## src/rtl/fsm_serial_word_tx_if.sv

```systemverilog
// rtl/fsm_serial_word_tx_if.sv - load handshake and serial framing bundle for the word transmitter
interface fsm_serial_word_tx_if #(
    parameter int WIDTH = 5
);
    logic             load_valid;
    logic             load_ready;
    logic [WIDTH-1:0] load_data;
    logic             data_out;
    logic             bit_valid;
    logic             frame_start;
    logic             frame_end;
    logic             prefix_div3;
    logic             frame_div3;
    logic             busy;

    // master is the word source / stream observer, slave is the transmitter
    modport master (
        output load_valid, load_data,
        input  load_ready, data_out, bit_valid, frame_start, frame_end,
               prefix_div3, frame_div3, busy
    );

    modport slave (
        input  load_valid, load_data,
        output load_ready, data_out, bit_valid, frame_start, frame_end,
               prefix_div3, frame_div3, busy
    );
endinterface

```

## src/rtl/fsm_serial_word_tx.sv

```systemverilog
// rtl/fsm_serial_word_tx.sv - MSB-first serial word transmitter with running mod-3 divisibility flag
module fsm_serial_word_tx #(
    parameter int WIDTH = 5,
    parameter int GAP   = 0
) (
    input  logic                clk,
    input  logic                reset,
    fsm_serial_word_tx_if.slave bus
);
    localparam int CW = $clog2(WIDTH);
    localparam logic [1:0]    S_IDLE   = 2'd0;
    localparam logic [1:0]    S_SHIFT  = 2'd1;
    localparam logic [1:0]    S_GAP    = 2'd2;
    localparam logic [CW-1:0] CNT_LAST = CW'(WIDTH - 1);
    localparam logic [3:0]    GAP_LOAD = 4'((GAP > 0) ? GAP - 1 : 0);

    logic [1:0]       state_q, state_d;
    logic [WIDTH-1:0] shreg_q, shreg_d;
    logic [CW-1:0]    cnt_q, cnt_d;
    logic [1:0]       res_q, res_d;
    logic [3:0]       gap_q, gap_d;
    logic             fdiv_q, fdiv_d;

    logic       shifting;
    logic       cur_bit;
    logic       frame_end;
    logic       prefix;
    logic       handshake;
    logic [1:0] res_next;

    assign shifting  = (state_q == S_SHIFT);
    assign cur_bit   = shreg_q[WIDTH-1];
    assign frame_end = shifting & (cnt_q == '0);

    // residue of (2*r + bit) mod 3, kept within 0..2
    always_comb begin
        res_next = 2'd0;
        case (res_q)
            2'd0:    res_next = cur_bit ? 2'd1 : 2'd0;
            2'd1:    res_next = cur_bit ? 2'd0 : 2'd2;
            2'd2:    res_next = cur_bit ? 2'd2 : 2'd1;
            default: res_next = 2'd0;
        endcase
    end

    assign prefix = shifting & (res_next == 2'd0);

    // with no gap the next word may be accepted during the last bit
    assign bus.load_ready  = reset & ((state_q == S_IDLE) | ((GAP == 0) & frame_end));
    assign handshake       = bus.load_valid & bus.load_ready;

    assign bus.data_out    = shifting & cur_bit;
    assign bus.bit_valid   = shifting;
    assign bus.frame_start = shifting & (cnt_q == CNT_LAST);
    assign bus.frame_end   = frame_end;
    assign bus.prefix_div3 = prefix;
    assign bus.frame_div3  = fdiv_q;
    assign bus.busy        = (state_q == S_SHIFT) | (state_q == S_GAP);

    always_comb begin
        state_d = state_q;
        shreg_d = shreg_q;
        cnt_d   = cnt_q;
        res_d   = res_q;
        gap_d   = gap_q;
        fdiv_d  = fdiv_q;
        case (state_q)
            S_IDLE: ;
            S_SHIFT: begin
                shreg_d = shreg_q << 1;
                cnt_d   = cnt_q - CW'(1);
                res_d   = res_next;
                if (frame_end) begin
                    fdiv_d  = prefix;
                    state_d = (GAP > 0) ? S_GAP : S_IDLE;
                    gap_d   = GAP_LOAD;
                end
            end
            S_GAP: begin
                if (gap_q == 4'd0) begin
                    state_d = S_IDLE;
                end else begin
                    gap_d = gap_q - 4'd1;
                end
            end
            default: state_d = S_IDLE;
        endcase
        if (handshake) begin
            shreg_d = bus.load_data;
            cnt_d   = CNT_LAST;
            res_d   = 2'd0;
            state_d = S_SHIFT;
        end
    end

    always_ff @(posedge clk or negedge reset) begin
        if (!reset) begin
            state_q <= S_IDLE;
            shreg_q <= '0;
            cnt_q   <= '0;
            res_q   <= 2'd0;
            gap_q   <= 4'd0;
            fdiv_q  <= 1'b0;
        end else begin
            state_q <= state_d;
            shreg_q <= shreg_d;
            cnt_q   <= cnt_d;
            res_q   <= res_d;
            gap_q   <= gap_d;
            fdiv_q  <= fdiv_d;
        end
    end
endmodule

```

## src/flat_wrapper.sv

```systemverilog
// flat-port wrapper written by rule: the top's interface ports become plain ports
module fsm_serial_word_tx_flat 
#(
    parameter int WIDTH = 5,
    parameter int GAP   = 0
)
  (clk, reset, bus_load_valid, bus_load_data, bus_load_ready, bus_data_out, bus_bit_valid, bus_frame_start, bus_frame_end, bus_prefix_div3, bus_frame_div3, bus_busy);
  fsm_serial_word_tx_if #(.WIDTH(WIDTH)) bus_i ();
  input  logic clk;
  input  logic reset;
  input wire logic [$bits(bus_i.load_valid)-1:0] bus_load_valid;
  input wire logic [$bits(bus_i.load_data)-1:0] bus_load_data;
  output wire logic [$bits(bus_i.load_ready)-1:0] bus_load_ready;
  output wire logic [$bits(bus_i.data_out)-1:0] bus_data_out;
  output wire logic [$bits(bus_i.bit_valid)-1:0] bus_bit_valid;
  output wire logic [$bits(bus_i.frame_start)-1:0] bus_frame_start;
  output wire logic [$bits(bus_i.frame_end)-1:0] bus_frame_end;
  output wire logic [$bits(bus_i.prefix_div3)-1:0] bus_prefix_div3;
  output wire logic [$bits(bus_i.frame_div3)-1:0] bus_frame_div3;
  output wire logic [$bits(bus_i.busy)-1:0] bus_busy;
  assign bus_i.load_valid = bus_load_valid;
  assign bus_i.load_data = bus_load_data;
  assign bus_load_ready = bus_i.load_ready;
  assign bus_data_out = bus_i.data_out;
  assign bus_bit_valid = bus_i.bit_valid;
  assign bus_frame_start = bus_i.frame_start;
  assign bus_frame_end = bus_i.frame_end;
  assign bus_prefix_div3 = bus_i.prefix_div3;
  assign bus_frame_div3 = bus_i.frame_div3;
  assign bus_busy = bus_i.busy;
  fsm_serial_word_tx #(.WIDTH(WIDTH), .GAP(GAP)) u_core (.clk(clk), .reset(reset), .bus(bus_i));
endmodule
```

## config.mk

```make
export PLATFORM = sky130hd
export DESIGN_NAME = fsm_serial_word_tx_flat
export DESIGN_NICKNAME = d
export VERILOG_FILES = /design/src/rtl/fsm_serial_word_tx_if.sv /design/src/rtl/fsm_serial_word_tx.sv /design/src/flat_wrapper.sv
export SDC_FILE = /design/constraint.sdc
export NUM_CORES = 1
export LEC_CHECK = 0
export ABC_AREA = 1
export CAP_MARGIN = 40
export CORE_AREA = 3 3 40 42
export CTS_CLUSTER_SIZE = 14
export DETAILED_ROUTE_END_ITERATION = 8
export DIE_AREA = 0 0 43 45
export DONT_BUFFER_PORTS = 1
export GPL_ROUTABILITY_DRIVEN = 0
export PLACE_DENSITY = 0.73
export SLEW_MARGIN = 40
export SYNTH_ARGS = -nofsm -noshare
export SYNTH_HDL_FRONTEND = slang
export SYNTH_SLANG_ARGS = --single-unit
```

## constraint.sdc

```tcl
create_clock -name clk -period 2.2 [get_ports clk]
set_input_delay 0.44 -clock clk [delete_from_list [all_inputs] [get_ports clk]]
set_output_delay 0.44 -clock clk [all_outputs]
set_load 0.05 [all_outputs]
```

Yosys cells after proc, flatten, opt, wreduce, memory -nomap -nowiden. Cells that the tools add are included.

Bits in registers: 17. Input port bits: 8. Output and inout bits: 8. Logic and storage cells: 53.

$add $sub $neg: 2. Eq/ne operators: 10. Muxes and demuxes: 17. Bitwise gates (word level): 8. Reduce and logical (&&, ||, !) cells: 10.

Operator list (count): $mux W2 (7); $pmux W2 S3 (2); $mux W5 (2); $mux W4 (2); $pmux W4 S2 (1); $and A1 B1 Y1 (6); $logic_not A2 Y1 (3); $mux W3 (2); $reduce_and A3 Y1 (2); $eq A2 B1 Y1 const B (2); $eq A2 B2 Y1 const B (2); $logic_not A4 Y1 (1); $ne A2 B2 Y1 const B (2); $reduce_bool A2 Y1 (2); $sub A4 B1 Y4 const B (1); $eq A3 B3 Y1 const B (1); $logic_not A3 Y1 (1); $ne A3 B2 Y1 const B (1); $ne A3 B3 Y1 const B (1); $sub A3 B1 Y3 const B (1); $ne A2 B1 Y1 const B (1); $or A1 B1 Y1 (2); $reduce_and A2 Y1 (1); $mux W1 (1).

Logic depth before layout (Yosys ltp).
Depth after elaboration: 7. Mapped depth: 8. Depth with buffers taken out: 8.

Worst setup path after synthesis. OpenSTA, ideal clock, no wires.

Kind: register to output. From: register u_core.state_q[0]. To: output port bus_prefix_div3. Arrival: 1694 ps. Data required time: 1760 ps. Setup slack: 66 ps. Cell stages (with the launch flop): 4. Path buffers: 1. Path through: dfrtp_1 buf_6 nand2_1 nor2_1.

Word-level cells in the longest chain between the ends: 2.

Ends and longest elaborated chain: start: declaration (line fsm_serial_word_tx.sv:17) `logic [1:0] state_q, state_d;`; start signal: assignment (line fsm_serial_word_tx.sv:105) `state_q <= state_d;`; $eq A2 B1 Y1 (line fsm_serial_word_tx.sv:31) `assign shifting = (state_q == S_SHIFT);`; $and A1 B1 Y1 (line fsm_serial_word_tx.sv:46) `assign prefix = shifting & (res_next == 2'd0);`; end: declaration (line flat_wrapper.sv:18) `output wire logic [$bits(bus_i.prefix_div3)-1:0] bus_prefix_div3;`.

No other way between the ends.

Worst setup path in the final report.
From: register u_core.cnt_q[0]. To: output port bus_load_ready.

Word-level cells in the longest chain between the ends: 4.

Ends and longest elaborated chain: start: declaration (line fsm_serial_word_tx.sv:19) `logic [CW-1:0] cnt_q, cnt_d;`; start signal: assignment (line fsm_serial_word_tx.sv:107) `cnt_q <= cnt_d;`; $logic_not A3 Y1 (line fsm_serial_word_tx.sv:33) `assign frame_end = shifting & (cnt_q == '0);`; $and A1 B1 Y1 (line fsm_serial_word_tx.sv:33); $or A1 B1 Y1 (line fsm_serial_word_tx.sv:49) `assign bus.load_ready = reset & ((state_q == S_IDLE) | ((GAP == 0) & frame_end));`; $and A1 B1 Y1 (line fsm_serial_word_tx.sv:49); end: declaration (line flat_wrapper.sv:13) `output wire logic [$bits(bus_i.load_ready)-1:0] bus_load_ready;`.

No other way between the ends.

==> out/qor.yml <==
outcome:
  run_status: "finished, final reports clean"
synthesis:
  synth_warnings: 0
  synth_nets: 104
  synth.top_cell.area_share_pct: 42.6
  synth_area_per_cell_um2: 7.51
  async_reset_ff_share_pct: 100
  synth_commonest_cells: "nand2_1, inv_1, dfrtp_1, nand3_1, nand4_1"
  ys.flop_type: "dfrtp_1"
  synth-edff-count: 0
  ys_top_cells_by_area: "dfrtp_1, nand2_1, inv_1"
  synth_cell_type_count: 21
  yosys.area.top_type: "dfrtp_1"
  syn_area_um2: 706
  synth.most_common_cell: "nand2_1"
  synth-seq-cells: 12
  ys_seq_area_share_pct: 42.6
  syn_inst: 94
floorplan:
  die_w_um: 43
  coreArea_um2: 1280
  fp-row-count: 13
  die_area_um2: 1940
  ioPinCount: 16
  die_h_um: 45
  start_util_pct: 54.9
grt:
  grt_util_all_layers_pct: 17.8
  antenna_found_initial: 0
  grt_pass1_vias: 547
  grt_start_max_net_pins: 13
  gr-total-overflow: 0
  grt_pass1_wl_um: 2510
clock_tree:
  clk_pin_slew_ps: 80
  clock_sinks: 12
  cts_resized: 0
  h-tree-depth: 1
  insertion_delay_ps: 270
  cts_buffers: 3
  cts_max_path_buffers: 2
  post_cts_buffers: 0
  cts_tree: "yes"
  ctsHoldBuffers: 1
  cts-root-buf: "clkbuf_4"
routing:
  drc_errors: 0
  ant_nets: 0
  routedWlPerCell_um: 11.7
  wl_um: 1370
  via_per_inst: 4.97
  vias: 582
  drtIter0Drc: 13
  drtPass1Iterations: 4
critical_path:
  reg2reg_to: "u_core.shreg_q[1]"
  max_stage_delay_ps: 380
  r2r_slack_ps: 930
  crit_fanout: 7
  path_class: "reg -> out"
  r2r_cells: 7
  critPathTopFamily: "simple AND/OR/NAND/NOR gates"
  crit_chain: "inv_1 -> ha_1 -> nand2_2 -> nand2_4 -> and2_2"
  cp.required_ps: 1760
  end_kind: "primary output"
  cp.arrival_ps: 1440
  rr_startpoint: "u_core.cnt_q[0]"
  critPathSlowestCell: "dfrtp_1"
  cp_num_buf_inv: 1
  start_kind: "flip-flop"
finish:
  filler_cell_count: 113
  stdcell_count: 117
  final_layout_size_suffix_gt1_share_pct: 17.6
  antenna_cells: 0
  syn_to_final_growth_pct: 15.8
  num-nets-final: 113
power_and_ir_drop:
  ir_drop_mv: 0.949
  p_leak_uw: 0.000475
  powerDensity_nw_per_um2: 1660
sta:
  rsz0062_at_grt: "no"
  maxSlewViolCount: 0
  post-route-min-period_ps: 1880
  max_clock_freq_mhz: 533
  final_hold_viol_count: 0
  setup_violations: 0
  skew_ps: 4.09
  slew_headroom_pct: 62.6
  fin_setup_tns_ps: 0
  fin_crit_sh_pct: 85.3
  worstMarginPinSlew_ps: 558
placement:
  io_buffer_count: 0
  place_inst: 112
  dp_hpwl_um: 993
min_path:
  hold_path_class: "in -> reg"
  whs_endpoint: "u_core.shreg_q[0]"
  hold_depth: 2
  min_from: "bus_load_data[0]"
run:
  drv_cap: 0
## per-stage QoR
step / utilization (%) / power (µW) / worst slack (ps) / cell area, µm² / hold slack (ps)
6_report: 63.6 / 1360 / 322 / 817 / 284
5_1_grt: 63.6 / 1480 / 200 / 817 / 290
4_1_cts: 63.6 / 1360 / 309 / 817 / 280
3_5_place_dp: 60.0 / 1180 / 605 / 771 / 145
3_3_place_gp: 60.0 / 1160 / 631 / 771 / 145
2_1_floorplan: - / 1020 / 66.3 / 706 / 144
## cell families after synthesis
family                   Yosys count  synth area share (%)
AND/OR/NAND/NOR                   56                  37.8
buffers and inverters             21                  12.9
flip-flops                        12                  42.6
AO/OA/AOI/OAI                      2                  1.95
adder cells (fa/ha/maj)            2                  3.55
XOR/XNOR                           1                  1.24
## flip-flops by register name, summed over array words and instances (netlist names)
name                   flops
u_core.bus.frame_div3      1
u_core.res_q               2
u_core.cnt_q               3
u_core.shreg_q             5
u_core.state_q             1
## cell type report
class	instances	area (µm²)	area share, %
clock buffers	4	36.3	4.44
well taps	15	18.8	2.30
repair buffers	7	80.1	9.80
inverters	18	67.6	8.27
multi-input cells	61	314	38.4
flip-flops and latches	12	300	36.8
## how the worst max path moves through the flow
stage | from | slack [ps] | cells after the start | end
2_1_floorplan | u_core.state_q[0] | 70 | 3 | bus_prefix_div3
3_3_place_gp | u_core.cnt_q[0] | 630 | 5 | bus_load_ready
3_5_place_dp | u_core.cnt_q[0] | 600 | 5 | bus_load_ready
4_1_cts | u_core.cnt_q[0] | 310 | 5 | bus_load_ready
5_1_grt | u_core.cnt_q[0] | 200 | 5 | bus_load_ready
6_report | u_core.cnt_q[0] | 320 | 5 | bus_load_ready
## layout by cell type (no fill, tap or decap)
master,n
nor2_2,1
nand2_2,1
inv_1,15
nand3_4,1
clkinv_1,2
nand3_2,1
and2_2,1
buf_4,4
dlygate4sd3_1,1
nand3_1,6
buf_12,2
a21oi_2,1
clkbuf_8,1
o21ai_1,1
inv_2,1
nand2_1,37
nor2_1,2
ha_1,2
nand2_4,1
clkbuf_4,3
nand4_1,5
xor2_1,1
dfrtp_1,12
## report_power, final
part | total [µW] | switching, µW | internal, µW
clock | 174 | 73.9 | 100
combinational | 768 | 519 | 249
sequential | 413 | 101 | 312
## layer usage
layer / up-vias / track usage, % / wire length (µm)
met3: 4 / 6.37 / 113
li1: 299 / - / -
met2: 18 / 26.6 / 645
met1: 261 / 22.5 / 575
met4: 0 / 9.64 / 32
met5: - / 0 / 0
No activity file was read; power rests on OpenSTA's default activity.
